$ cat src/rtl/unidad_control_multiciclo.sv
// Multicycle ARM-subset control unit.
// Moore FSM sequencing FETCH/DECODE/EXECUTE/writeback for data-processing,
// memory and branch instructions, with a 4-bit NZCV flags register that
// gates conditional execution of every architectural write.
module unidad_control_multiciclo (
    input  logic       clk,
    input  logic       reset,
    input  logic [3:0] Cond,
    input  logic [1:0] Op,
    input  logic [5:0] Funct,
    input  logic [3:0] Rd,
    input  logic [3:0] ALUFlags,
    output logic       PCWrite,
    output logic       MemWrite,
    output logic       IRWrite,
    output logic       RegWrite,
    output logic       AdrSrc,
    output logic       ALUSrcA,
    output logic [1:0] ALUSrcB,
    output logic [1:0] ALUControl,
    output logic [1:0] ResultSrc,
    output logic [1:0] ImmSrc,
    output logic [1:0] RegSrc
);

    typedef enum logic [3:0] {
        FETCH,
        DECODE,
        EXECUTER,
        EXECUTEI,
        ALUWB,
        MEMADR,
        MEMREAD,
        MEMWB,
        MEMWRITE,
        BRANCH
    } state_t;

    // Instruction classes carried on Op
    localparam logic [1:0] OP_DP  = 2'b00;
    localparam logic [1:0] OP_MEM = 2'b01;
    localparam logic [1:0] OP_BR  = 2'b10;

    // Data-processing command encodings
    localparam logic [3:0] CMD_AND = 4'b0000;
    localparam logic [3:0] CMD_SUB = 4'b0010;
    localparam logic [3:0] CMD_ADD = 4'b0100;
    localparam logic [3:0] CMD_CMP = 4'b1010;
    localparam logic [3:0] CMD_ORR = 4'b1100;

    // ALU operation encodings
    localparam logic [1:0] ALU_ADD = 2'b00;
    localparam logic [1:0] ALU_SUB = 2'b01;
    localparam logic [1:0] ALU_AND = 2'b10;
    localparam logic [1:0] ALU_ORR = 2'b11;

    state_t     state;
    state_t     state_next;
    logic [3:0] flags;

    // Instruction field aliases
    logic       i_bit;
    logic [3:0] cmd;
    logic       s_bit;
    logic       u_bit;
    logic       l_bit;
    logic       is_cmp;
    logic       cv_ops;
    logic       rd_is_pc;
    logic [1:0] dp_alu_ctrl;

    // Flag aliases
    logic       flag_n;
    logic       flag_z;
    logic       flag_c;
    logic       flag_v;
    logic       cond_ex;
    logic       flags_we;

    assign i_bit    = Funct[5];
    assign cmd      = Funct[4:1];
    assign s_bit    = Funct[0];
    assign u_bit    = Funct[3];
    assign l_bit    = Funct[0];
    assign is_cmp   = (cmd == CMD_CMP);
    assign cv_ops   = (cmd == CMD_ADD) || (cmd == CMD_SUB) || (cmd == CMD_CMP);
    assign rd_is_pc = (Rd == 4'd15);

    assign flag_n = flags[3];
    assign flag_z = flags[2];
    assign flag_c = flags[1];
    assign flag_v = flags[0];

    // Data-processing command to ALU operation; unknown commands fall back to ADD
    always_comb begin
        dp_alu_ctrl = ALU_ADD;
        case (cmd)
            CMD_ADD: dp_alu_ctrl = ALU_ADD;
            CMD_SUB: dp_alu_ctrl = ALU_SUB;
            CMD_AND: dp_alu_ctrl = ALU_AND;
            CMD_ORR: dp_alu_ctrl = ALU_ORR;
            CMD_CMP: dp_alu_ctrl = ALU_SUB;
            default: dp_alu_ctrl = ALU_ADD;
        endcase
    end

    // Condition check against the registered flags
    always_comb begin
        cond_ex = 1'b0;
        case (Cond)
            4'b0000: cond_ex = flag_z;
            4'b0001: cond_ex = ~flag_z;
            4'b0010: cond_ex = flag_c;
            4'b0011: cond_ex = ~flag_c;
            4'b0100: cond_ex = flag_n;
            4'b0101: cond_ex = ~flag_n;
            4'b0110: cond_ex = flag_v;
            4'b0111: cond_ex = ~flag_v;
            4'b1000: cond_ex = flag_c & ~flag_z;
            4'b1001: cond_ex = ~flag_c | flag_z;
            4'b1010: cond_ex = (flag_n == flag_v);
            4'b1011: cond_ex = (flag_n != flag_v);
            4'b1100: cond_ex = ~flag_z & (flag_n == flag_v);
            4'b1101: cond_ex = flag_z | (flag_n != flag_v);
            4'b1110: cond_ex = 1'b1;
            default: cond_ex = 1'b0;
        endcase
    end

    // Flags load only while executing a flag-setting (or CMP) instruction that passes its condition
    assign flags_we = ((state == EXECUTER) || (state == EXECUTEI)) && cond_ex && (s_bit || is_cmp);

    // Flags register: NZ from any flag-setting op, CV only from arithmetic ops
    always_ff @(posedge clk) begin
        if (reset) begin
            flags <= '0;
        end else if (flags_we) begin
            flags[3:2] <= ALUFlags[3:2];
            if (cv_ops) begin
                flags[1:0] <= ALUFlags[1:0];
            end
        end
    end

    // State register
    always_ff @(posedge clk) begin
        if (reset) begin
            state <= FETCH;
        end else begin
            state <= state_next;
        end
    end

    // Next-state logic
    always_comb begin
        state_next = FETCH;
        case (state)
            FETCH:    state_next = DECODE;
            DECODE: begin
                case (Op)
                    OP_DP:   state_next = i_bit ? EXECUTEI : EXECUTER;
                    OP_MEM:  state_next = MEMADR;
                    OP_BR:   state_next = BRANCH;
                    default: state_next = FETCH;
                endcase
            end
            EXECUTER: state_next = ALUWB;
            EXECUTEI: state_next = ALUWB;
            ALUWB:    state_next = FETCH;
            MEMADR:   state_next = l_bit ? MEMREAD : MEMWRITE;
            MEMREAD:  state_next = MEMWB;
            MEMWB:    state_next = FETCH;
            MEMWRITE: state_next = FETCH;
            BRANCH:   state_next = FETCH;
            default:  state_next = FETCH;
        endcase
    end

    // Moore outputs per state; architectural write strobes are suppressed while reset is high
    always_comb begin
        PCWrite    = 1'b0;
        MemWrite   = 1'b0;
        IRWrite    = 1'b0;
        RegWrite   = 1'b0;
        AdrSrc     = 1'b0;
        ALUSrcA    = 1'b0;
        ALUSrcB    = 2'b00;
        ALUControl = ALU_ADD;
        ResultSrc  = 2'b00;
        ImmSrc     = 2'b00;
        RegSrc     = 2'b00;
        case (state)
            FETCH: begin
                IRWrite   = 1'b1;
                PCWrite   = 1'b1;
                ALUSrcA   = 1'b1;
                ALUSrcB   = 2'b10;
                ResultSrc = 2'b10;
            end
            DECODE: begin
                ALUSrcA   = 1'b1;
                ALUSrcB   = 2'b10;
                ResultSrc = 2'b10;
                RegSrc    = {(Op == OP_MEM) & ~Funct[0], (Op == OP_BR)};
            end
            EXECUTER: begin
                ALUControl = dp_alu_ctrl;
            end
            EXECUTEI: begin
                ALUSrcB    = 2'b01;
                ALUControl = dp_alu_ctrl;
            end
            ALUWB: begin
                RegWrite = cond_ex & ~is_cmp & ~rd_is_pc;
                PCWrite  = cond_ex & ~is_cmp & rd_is_pc;
            end
            MEMADR: begin
                ALUSrcB    = 2'b01;
                ImmSrc     = 2'b10;
                ALUControl = u_bit ? ALU_ADD : ALU_SUB;
            end
            MEMREAD: begin
                AdrSrc = 1'b1;
            end
            MEMWB: begin
                ResultSrc = 2'b01;
                RegWrite  = cond_ex & ~rd_is_pc;
                PCWrite   = cond_ex & rd_is_pc;
            end
            MEMWRITE: begin
                AdrSrc   = 1'b1;
                MemWrite = cond_ex;
            end
            BRANCH: begin
                ALUSrcB   = 2'b01;
                ImmSrc    = 2'b01;
                ResultSrc = 2'b10;
                RegSrc    = 2'b01;
                PCWrite   = cond_ex;
            end
            default: begin
            end
        endcase
        if (reset) begin
            PCWrite  = 1'b0;
            MemWrite = 1'b0;
            RegWrite = 1'b0;
        end
    end

endmodule

$ cat config.mk
export PLATFORM = sky130hd
export DESIGN_NAME = unidad_control_multiciclo
export DESIGN_NICKNAME = d
export VERILOG_FILES = /design/src/rtl/unidad_control_multiciclo.sv
export SDC_FILE = /design/constraint.sdc
export NUM_CORES = 1
export LEC_CHECK = 0
export BUFFER_PORTS_ARGS = -buffer_cell sky130_fd_sc_hd__buf_2
export CAP_MARGIN = 10
export CORE_MARGIN = 2
export CORE_UTILIZATION = 30
export DETAILED_ROUTE_END_ITERATION = 16
export PLACE_DENSITY = 0.52
export SYNTH_ARGS = -nofsm -noshare
export SYNTH_HDL_FRONTEND = slang
export SYNTH_SLANG_ARGS = --single-unit
$ cat constraint.sdc
create_clock -name clk -period 3.1 [get_ports clk]
set_input_delay 0.62 -clock clk [delete_from_list [all_inputs] [get_ports clk]]
set_output_delay 0.62 -clock clk [all_outputs]
set_load 0.005 [all_outputs]
Yosys cells after proc, flatten, opt, wreduce, memory -nomap -nowiden
Cells that the tools add are included.
{"block": "classes", "eq_ne": 32, "mux": 21, "bitwise_logic": 17, "reduce_logical": 17}
{"op": "$eq 4x4->1 const B", "n": 12}
{"op": "$eq 4x3->1 const B", "n": 9}
{"op": "$eq 4x2->1 const B", "n": 5}
{"op": "$pmux 2 s2", "n": 5}
{"op": "$pmux 4 s5", "n": 1}
{"op": "$pmux 1 s15", "n": 1}
{"op": "$logic_not 4->1", "n": 3}
{"op": "$pmux 4 s3", "n": 1}
{"op": "$mux 1", "n": 9}
{"op": "$and 1x1->1", "n": 8}
{"op": "$eq 4x1->1 const B", "n": 2}
{"op": "$reduce_or 2->1", "n": 4}
{"op": "$not 1->1", "n": 7}
{"op": "$pmux 2 s3", "n": 1}
{"op": "$reduce_or 3->1", "n": 2}
{"op": "$logic_or 1x1->1", "n": 4}
{"op": "$mux 4", "n": 1}
{"op": "$pmux 1 s4", "n": 1}
{"op": "$eq 2x1->1 const B", "n": 1}
{"op": "$eq 2x2->1 const B", "n": 1}
{"op": "$logic_and 1x1->1", "n": 2}
{"op": "$logic_not 2->1", "n": 1}
{"op": "$or 1x1->1", "n": 2}
{"op": "$pmux 1 s2", "n": 1}
{"op": "other kinds (3)", "n": 3}
{"block": "totals", "register_bits": 8, "in_bits": 22, "output_inout_bits": 16, "elab_cells": 90}

Longest topological paths before layout
Gate-level depths: netlist of run 1.
{"block": "logic_depth", "word_depth": 7, "mapped_depth": 7, "depth_no_buf": 6}

Worst setup path after synthesis of run 1
No wires, ideal clock.
{"block": "synth_path", "path_kind": "input-to-output", "startpoint": "in Cond[1]", "endpoint": "out MemWrite", "t_arrival_ps": 1916, "t_required_ps": 2480, "slack_ps": 564, "stages": 6, "path_buffers": 1, "path_cell_list": "buf_6 > or4b_1 > a31oi_1 > a21oi_1 > a31o_2 > nor4_1"}
{"block": "synth_via", "elab_chain_len": 4, "elab_cells_between_ends": 18, "classes_between": "14 x eq/ne; 3 x mux; 1 x reduce/logical"}
{"item": "start, declared", "line": "8", "rtl": "input logic [3:0] Cond,"}
{"item": "$eq 4x4->1 (tied with other cells)", "line": "110", "rtl": "case (Cond)"}
{"item": "$pmux 1 s15 *", "line": "110"}
{"item": "$mux 1 *", "line": "192", "rtl": "case (state)"}
{"item": "$mux 1 *", "line": "244", "rtl": "if (reset) begin"}
{"item": "end, declared", "line": "14", "rtl": "output logic MemWrite,"}
Every way passes the cells marked *; elsewhere a longest branch is shown, timed or not.

Worst setup path in the final report of run 1
Same ends and word-level chain as after synthesis.

==> impl_metrics.toml, run 1 <==
[synthesis]
syn_area_um2 = 947.2
yosys.area.top_type_share_pct = 16.91
async_reset_ff_share_pct = 0
yosysSeqAreaShare_pct = 16.91
avgSynthCellArea_um2 = 7.286
synth-seq-cells = 8
synth_area_leaders = "dfxtp_1 (17%), ha_1 (7.9%), nand2b_1 (5.9%), nor2_1 (5.9%), mux2i_1 (5.3%)"
synth_top_area_cell = "dfxtp_1"
netlist_instances = 130
netlist-cell-type-count = 44
yosys_most_used_dff = "dfxtp_1"
syn_nets = 158
yosys_warnings = 0
synth_edf_count = 0

[finish]
layout_commonest_cell = "buf_2"
syn_to_final_growth_pct = 21.80
drive_gt1_share_pct = 27.50
antenna_cells = 0
fin_nets = 190
most-common-layout-cells = "buf_2 (37), nor2_1 (15), nand2b_1 (9), a21oi_1 (8), dfxtp_1 (8)"

[clock_network]
clockBufferDepth = 2
cts.repair_timing.setup_buffer_count = 0
h-tree-depth = 1
clk_latency_ps = 240
cts_buffers = 3
cts_root_buf = "clkbuf_4"
postCtsHoldBufs = 0
cts_tree = "done"
cts_resized = 0
path_clk_slew_ps = 50
clock-sinks = 8

[worst_setup_path]
r2r_start = "state[1]$_SDFF_PP0_"
critPathLaunch = "Cond[1]"
crit_slowest_cell = "or4b_1"
rrSetupSlack_ps = 1070
cpLargestDelayFamily = "simple AND/OR/NAND/NOR gates"
cp_data_required_time_ps = 2480
crit_path_end = "MemWrite"
cp-start-kind = "primary input"
crit_type = "primary input to output port"
critPathMaxStageDelay_ps = 510
endpoint_kind = "output port"
crit_cells = 7
crit_arrival_ps = 2150
cp_max_fo = 8
ff2ff_path_depth = 5
r2r_end = "flags[0]$_SDFFE_PP0P_"
cp_num_buf_inv = 2
crit_path_cell_trace = "buf_2 > or4b_1 > a31oi_1 > a21oi_1 > a31o_2 > nor4_1 > buf_2"
cpMostUsedCell = "buf_2"

[global_route]
grt_pass1_wl_um = 3732
overflow = 0
grt_pass1_vias = 871
grt_max_degree = 19
antenna_found_initial = 0
grt_usage_pct = 13.27

[floorplan]
dieArea_um2 = 3623
num_rows = 20
die_h_um = 60.19
initial_core_util_pct = 31.28
core-area_um2 = 3028
ios = 38
die_x_um = 60.19

[pwr]
p_clk_share_pct = 25.8
power.total_uw = 288.3
pwr-share-seq_pct = 41.9
peakVddDrop_mv = 0.1048
power.leakage_nw = 0.5033
swShare_pct = 32.26
p_int_uw = 195.3
power_density_nw_per_um2 = 249.9
switching_power_uw = 93.00
p_comb_share_pct = 32.3

[hold_path]
hold_path_class = "flip-flop to flip-flop"
min_from = "flags[0]$_SDFFE_PP0P_"

[drt]
drt_iter0_drc = 47
drc_errors = 0
drt-pass1-iter-count = 4
viasPerCell = 5.137
final_antenna_net_count = 0
routedWlPerCell_um = 11.41
vias = 1048
wl_um = 2328

[sta]
slew_violations = 0
skew_ps = 1.873
finalCritPeriodShare_pct = 89.46
tightest_slew_ps = 537.9
finalSetupViolCount = 0
rsz0062_at_grt = "false"
tns_ps = 0
slew_headroom_pct = 64.09
hold_viol_final = 0
setup_slack_ps = 326.9
final.min_clock_period_ps = 2773
clock.fmax_mhz = 360.6

[placed_design]
place_hpwl_um = 1842
place_congestion = 0.7662
place_ws_ps = 341.3
portBuffers = 37

[status]
outcome = "finished clean"

[flow_run]
drv_cap = 0
-- power by group through the flow --
stage | registers [mW] | logic, mW | clock network, mW
floorplan | 0.112 | 0.0689 | 0
global placement | 0.123 | 0.0918 | 0
detailed placement | 0.123 | 0.0935 | 0
CTS | 0.121 | 0.0938 | 0.0782
global route | 0.122 | 0.106 | 0.0865
finish | 0.121 | 0.0931 | 0.0745
-- registers in the layout, summed over array words and instances (netlist names) --
register / count
state: 4
flags: 4
-- final cells by class --
cell class / count / area (um2)
fill: 326 / 1874
multi-input combinational: 105 / 704.4
timing repair buffer: 37 / 185.2
sequential: 8 / 160.2
tap: 44 / 55.05
inverter: 7 / 26.28
clock buffer: 3 / 22.52
-- worst register-to-register path, stage by stage, from the launching register on --
cell and delay, ps:
dfxtp_1 650, nor4b_1 480, o21ai_0 170, a31oi_1 330, mux2i_1 230, nor2_1 50
-- kinds of logic (layout without fill, tap and decap cells) --
| family | Yosys count | in the layout | synth area share [%] |
|---|---|---|---|
| AO/OA/AOI/OAI | 32 | 32 | 21.93 |
| XOR/XNOR | 2 | 2 | 1.850 |
| AND/OR/NAND/NOR | 60 | 60 | 37.38 |
| multiplexers | 5 | 5 | 5.284 |
| flip-flops | 8 | 8 | 16.91 |
| buffers and inverters | 17 | 47 | 8.718 |
| adder cells (fa/ha/maj) | 6 | 6 | 7.926 |
-- through the flow --
step / hold slack (ps) / std cells / cell area (um2) / utilization, %
after CTS: 555.7 / 204 / 1154 / 38.10
after global placement: 542.6 / 201 / 1131 / 37.36
after detailed placement: 546.2 / 201 / 1131 / 37.36
after global routing: 596.0 / 204 / 1154 / 38.10
final: 554.9 / 204 / 1154 / 38.10
after floorplan: 510.2 / 130 / 947.2 / -
-- cells in the mapped netlist, types with 2 or more instances --
| library cell | n |
|---|---|
| nand3b_1 | 3 |
| ha_1 | 6 |
| o22ai_1 | 2 |
| clkbuf_1 | 4 |
| buf_6 | 2 |
| nor2b_1 | 2 |
| nor2_1 | 15 |
| a211oi_1 | 2 |
| a21oi_1 | 8 |
| xor2_1 | 2 |
| nand4bb_1 | 2 |
| nor4_1 | 2 |
| o21ai_0 | 5 |
| a31oi_1 | 5 |
| inv_1 | 7 |
| mux2i_1 | 5 |
| buf_2 | 3 |
| nor4b_1 | 4 |
| and3_1 | 2 |
| nor3_1 | 4 |
| dfxtp_1 | 8 |
| nand2_1 | 7 |
| nand2b_1 | 9 |
-- worst min path at each step --
stage | endpoint | slack, ps | cells past startpoint
detailed placement | flags[0]$_SDFFE_PP0P_ | 550 | 2
CTS | flags[0]$_SDFFE_PP0P_ | 560 | 2
finish | flags[0]$_SDFFE_PP0P_ | 550 | 2
global placement | flags[0]$_SDFFE_PP0P_ | 540 | 2
floorplan | flags[1]$_SDFFE_PP0P_ | 510 | 2
global route | flags[0]$_SDFFE_PP0P_ | 600 | 2
-- metal layers --
layer  global-route usage (%)  wire (um)
met5                        0          0
met4                    4.444          0
met3                    1.948         87
met2                    20.81       1139
met1                    18.40       1101
(Power assumes the default switching activity.)
==> run 2, diff against run 1 <==
--- a/config.mk
+++ b/config.mk
@@ -7,6 +7,7 @@
 export LEC_CHECK = 0
 export BUFFER_PORTS_ARGS = -buffer_cell sky130_fd_sc_hd__buf_2
 export CAP_MARGIN = 10
+export CORE_ASPECT_RATIO = 0.5
 export CORE_MARGIN = 2
 export CORE_UTILIZATION = 30
 export DETAILED_ROUTE_END_ITERATION = 16
==> run 2 against run 1 <==
Net effect: register-to-register slack worse by 20 ps; critical endpoint unchanged; final area increased by 1.8%; critical path type unchanged; via count decreased by 4.4%.
==> impl_metrics.toml, run 2 (same netlist as run 1, synthesis figures left out) <==
[sta]
slew_violations = 0
tightest_slew_ps = 565.5
rsz0062_at_grt = "false"
finalSetupViolCount = 0
final.min_clock_period_ps = 2753
clock.fmax_mhz = 363.2
setup_slack_ps = 347.0
slew_headroom_pct = 62.25
holdWs_ps = 569.1
finalCritPeriodShare_pct = 88.81
tns_ps = 0
hold_viol_final = 0
skew_ps = 4.077

[clock_network]
clk_latency_ps = 230
clock-sinks = 8
h-tree-depth = 1
cts.repair_timing.setup_buffer_count = 0
postCtsHoldBufs = 0
path_clk_slew_ps = 40
cts_root_buf = "clkbuf_8"
cts_resized = 0
clockBufferDepth = 2
cts_buffers = 3
cts_tree = "done"

[finish]
syn_to_final_growth_pct = 24.04
layout_commonest_cell = "buf_2"
largestRegisters = "flags (4), state (4)"
most-common-layout-cells = "buf_2 (37), nor2_1 (15), nand2b_1 (9), a21oi_1 (8), dfxtp_1 (8)"
fin_nets = 191
drive_gt1_share_pct = 27.95
antenna_cells = 0
final_util_pct = 39.00

[drt]
routedWlPerCell_um = 11.66
vias = 1002
final_antenna_net_count = 0
drc_errors = 0
drt-pass1-iter-count = 4
wl_um = 2344
drt_iter0_drc = 41
viasPerCell = 4.985

[pwr]
switching_power_uw = 105.3
p_comb_share_pct = 28.2
power_density_nw_per_um2 = 291.1
power.leakage_nw = 0.5165
pwr-share-seq_pct = 34.7
peakVddDrop_mv = 0.1324
swShare_pct = 30.78
p_clk_share_pct = 37.0
p_int_uw = 236.7

[worst_setup_path]
crit_type = "primary input to output port"
cp-start-kind = "primary input"
crit_arrival_ps = 2130
endpoint_kind = "output port"
cp_max_fo = 8
cp_data_required_time_ps = 2480

[floorplan]
initial_core_util_pct = 31.44
core-area_um2 = 3013
die_x_um = 83.47
ios = 38
dieArea_um2 = 3650
num_rows = 14
die_h_um = 43.73

[global_route]
grt_pass1_wl_um = 3808
grt_max_degree = 19
grt_pass1_vias = 838
overflow = 0
grt_usage_pct = 12.80
antenna_found_initial = 0

[hold_path]
hold_path_class = "flip-flop to flip-flop"

[placed_design]
portBuffers = 37
place_hpwl_um = 1744
place_ws_ps = 334.3
place_congestion = 0.8001

[status]
outcome = "finished clean"

[flow_run]
drv_cap = 0
==> run 2: final timing paths <==
kind	startpoint	depth (start not counted)	end	slack [ps]
setup / recovery	Cond[1]	7	MemWrite	350
hold / removal	flags[0]$_SDFFE_PP0P_	2	flags[0]$_SDFFE_PP0P_	570
setup reg to reg	state[1]$_SDFF_PP0_	5	flags[1]$_SDFFE_PP0P_	1050
hold reg to reg	flags[0]$_SDFFE_PP0P_	2	flags[0]$_SDFFE_PP0P_	570
==> run 2: worst max-delay path, stage by stage <==
cell and delay, ps:
buf_2 140, or4b_1 520, a31oi_1 140, a21oi_1 100, a31o_2 300, nor4_1 170, buf_2 160
==> run 2: cell type report <==
cell class,count,area [um2]
Timing Repair Buffer,38,192.7
Fill cell,345,1838
Tap cell,40,50.05
Clock buffer,3,41.29
Inverter,7,26.28
Multi-Input combinational cell,105,704.4
Sequential cell,8,160.2
==> run 2: metal layers <==
layer | part of all wire (%) | global-route usage [%] | wire (um) | vias up
met2 | 45 | 21.13 | 1045 | 19
met5 | 0 | 0 | 0 | -
met3 | 3.1 | 3.429 | 72 | 0
met4 | 0 | 2.903 | 0 | 0
li1 | - | - | - | 537
met1 | 52 | 17.16 | 1226 | 446
==> run 2: power by group through the flow <==
stage | sequential [mW] | combinational [mW] | clock (mW)
final | 0.119 | 0.0966 | 0.127
after global routing | 0.120 | 0.110 | 0.135
after CTS | 0.118 | 0.0972 | 0.128
after detailed placement | 0.120 | 0.0968 | 0
after global placement | 0.120 | 0.0965 | 0
after floorplan | 0.112 | 0.0689 | 0
==> run 2: stage by stage <==
step	std cells	cell area (um2)	power, mW
after floorplan	130	947.2	0.1812
after global placement	198	1134	0.2167
after detailed placement	198	1134	0.2171
after CTS	201	1175	0.3439
after global routing	201	1175	0.3650
final	201	1175	0.3420
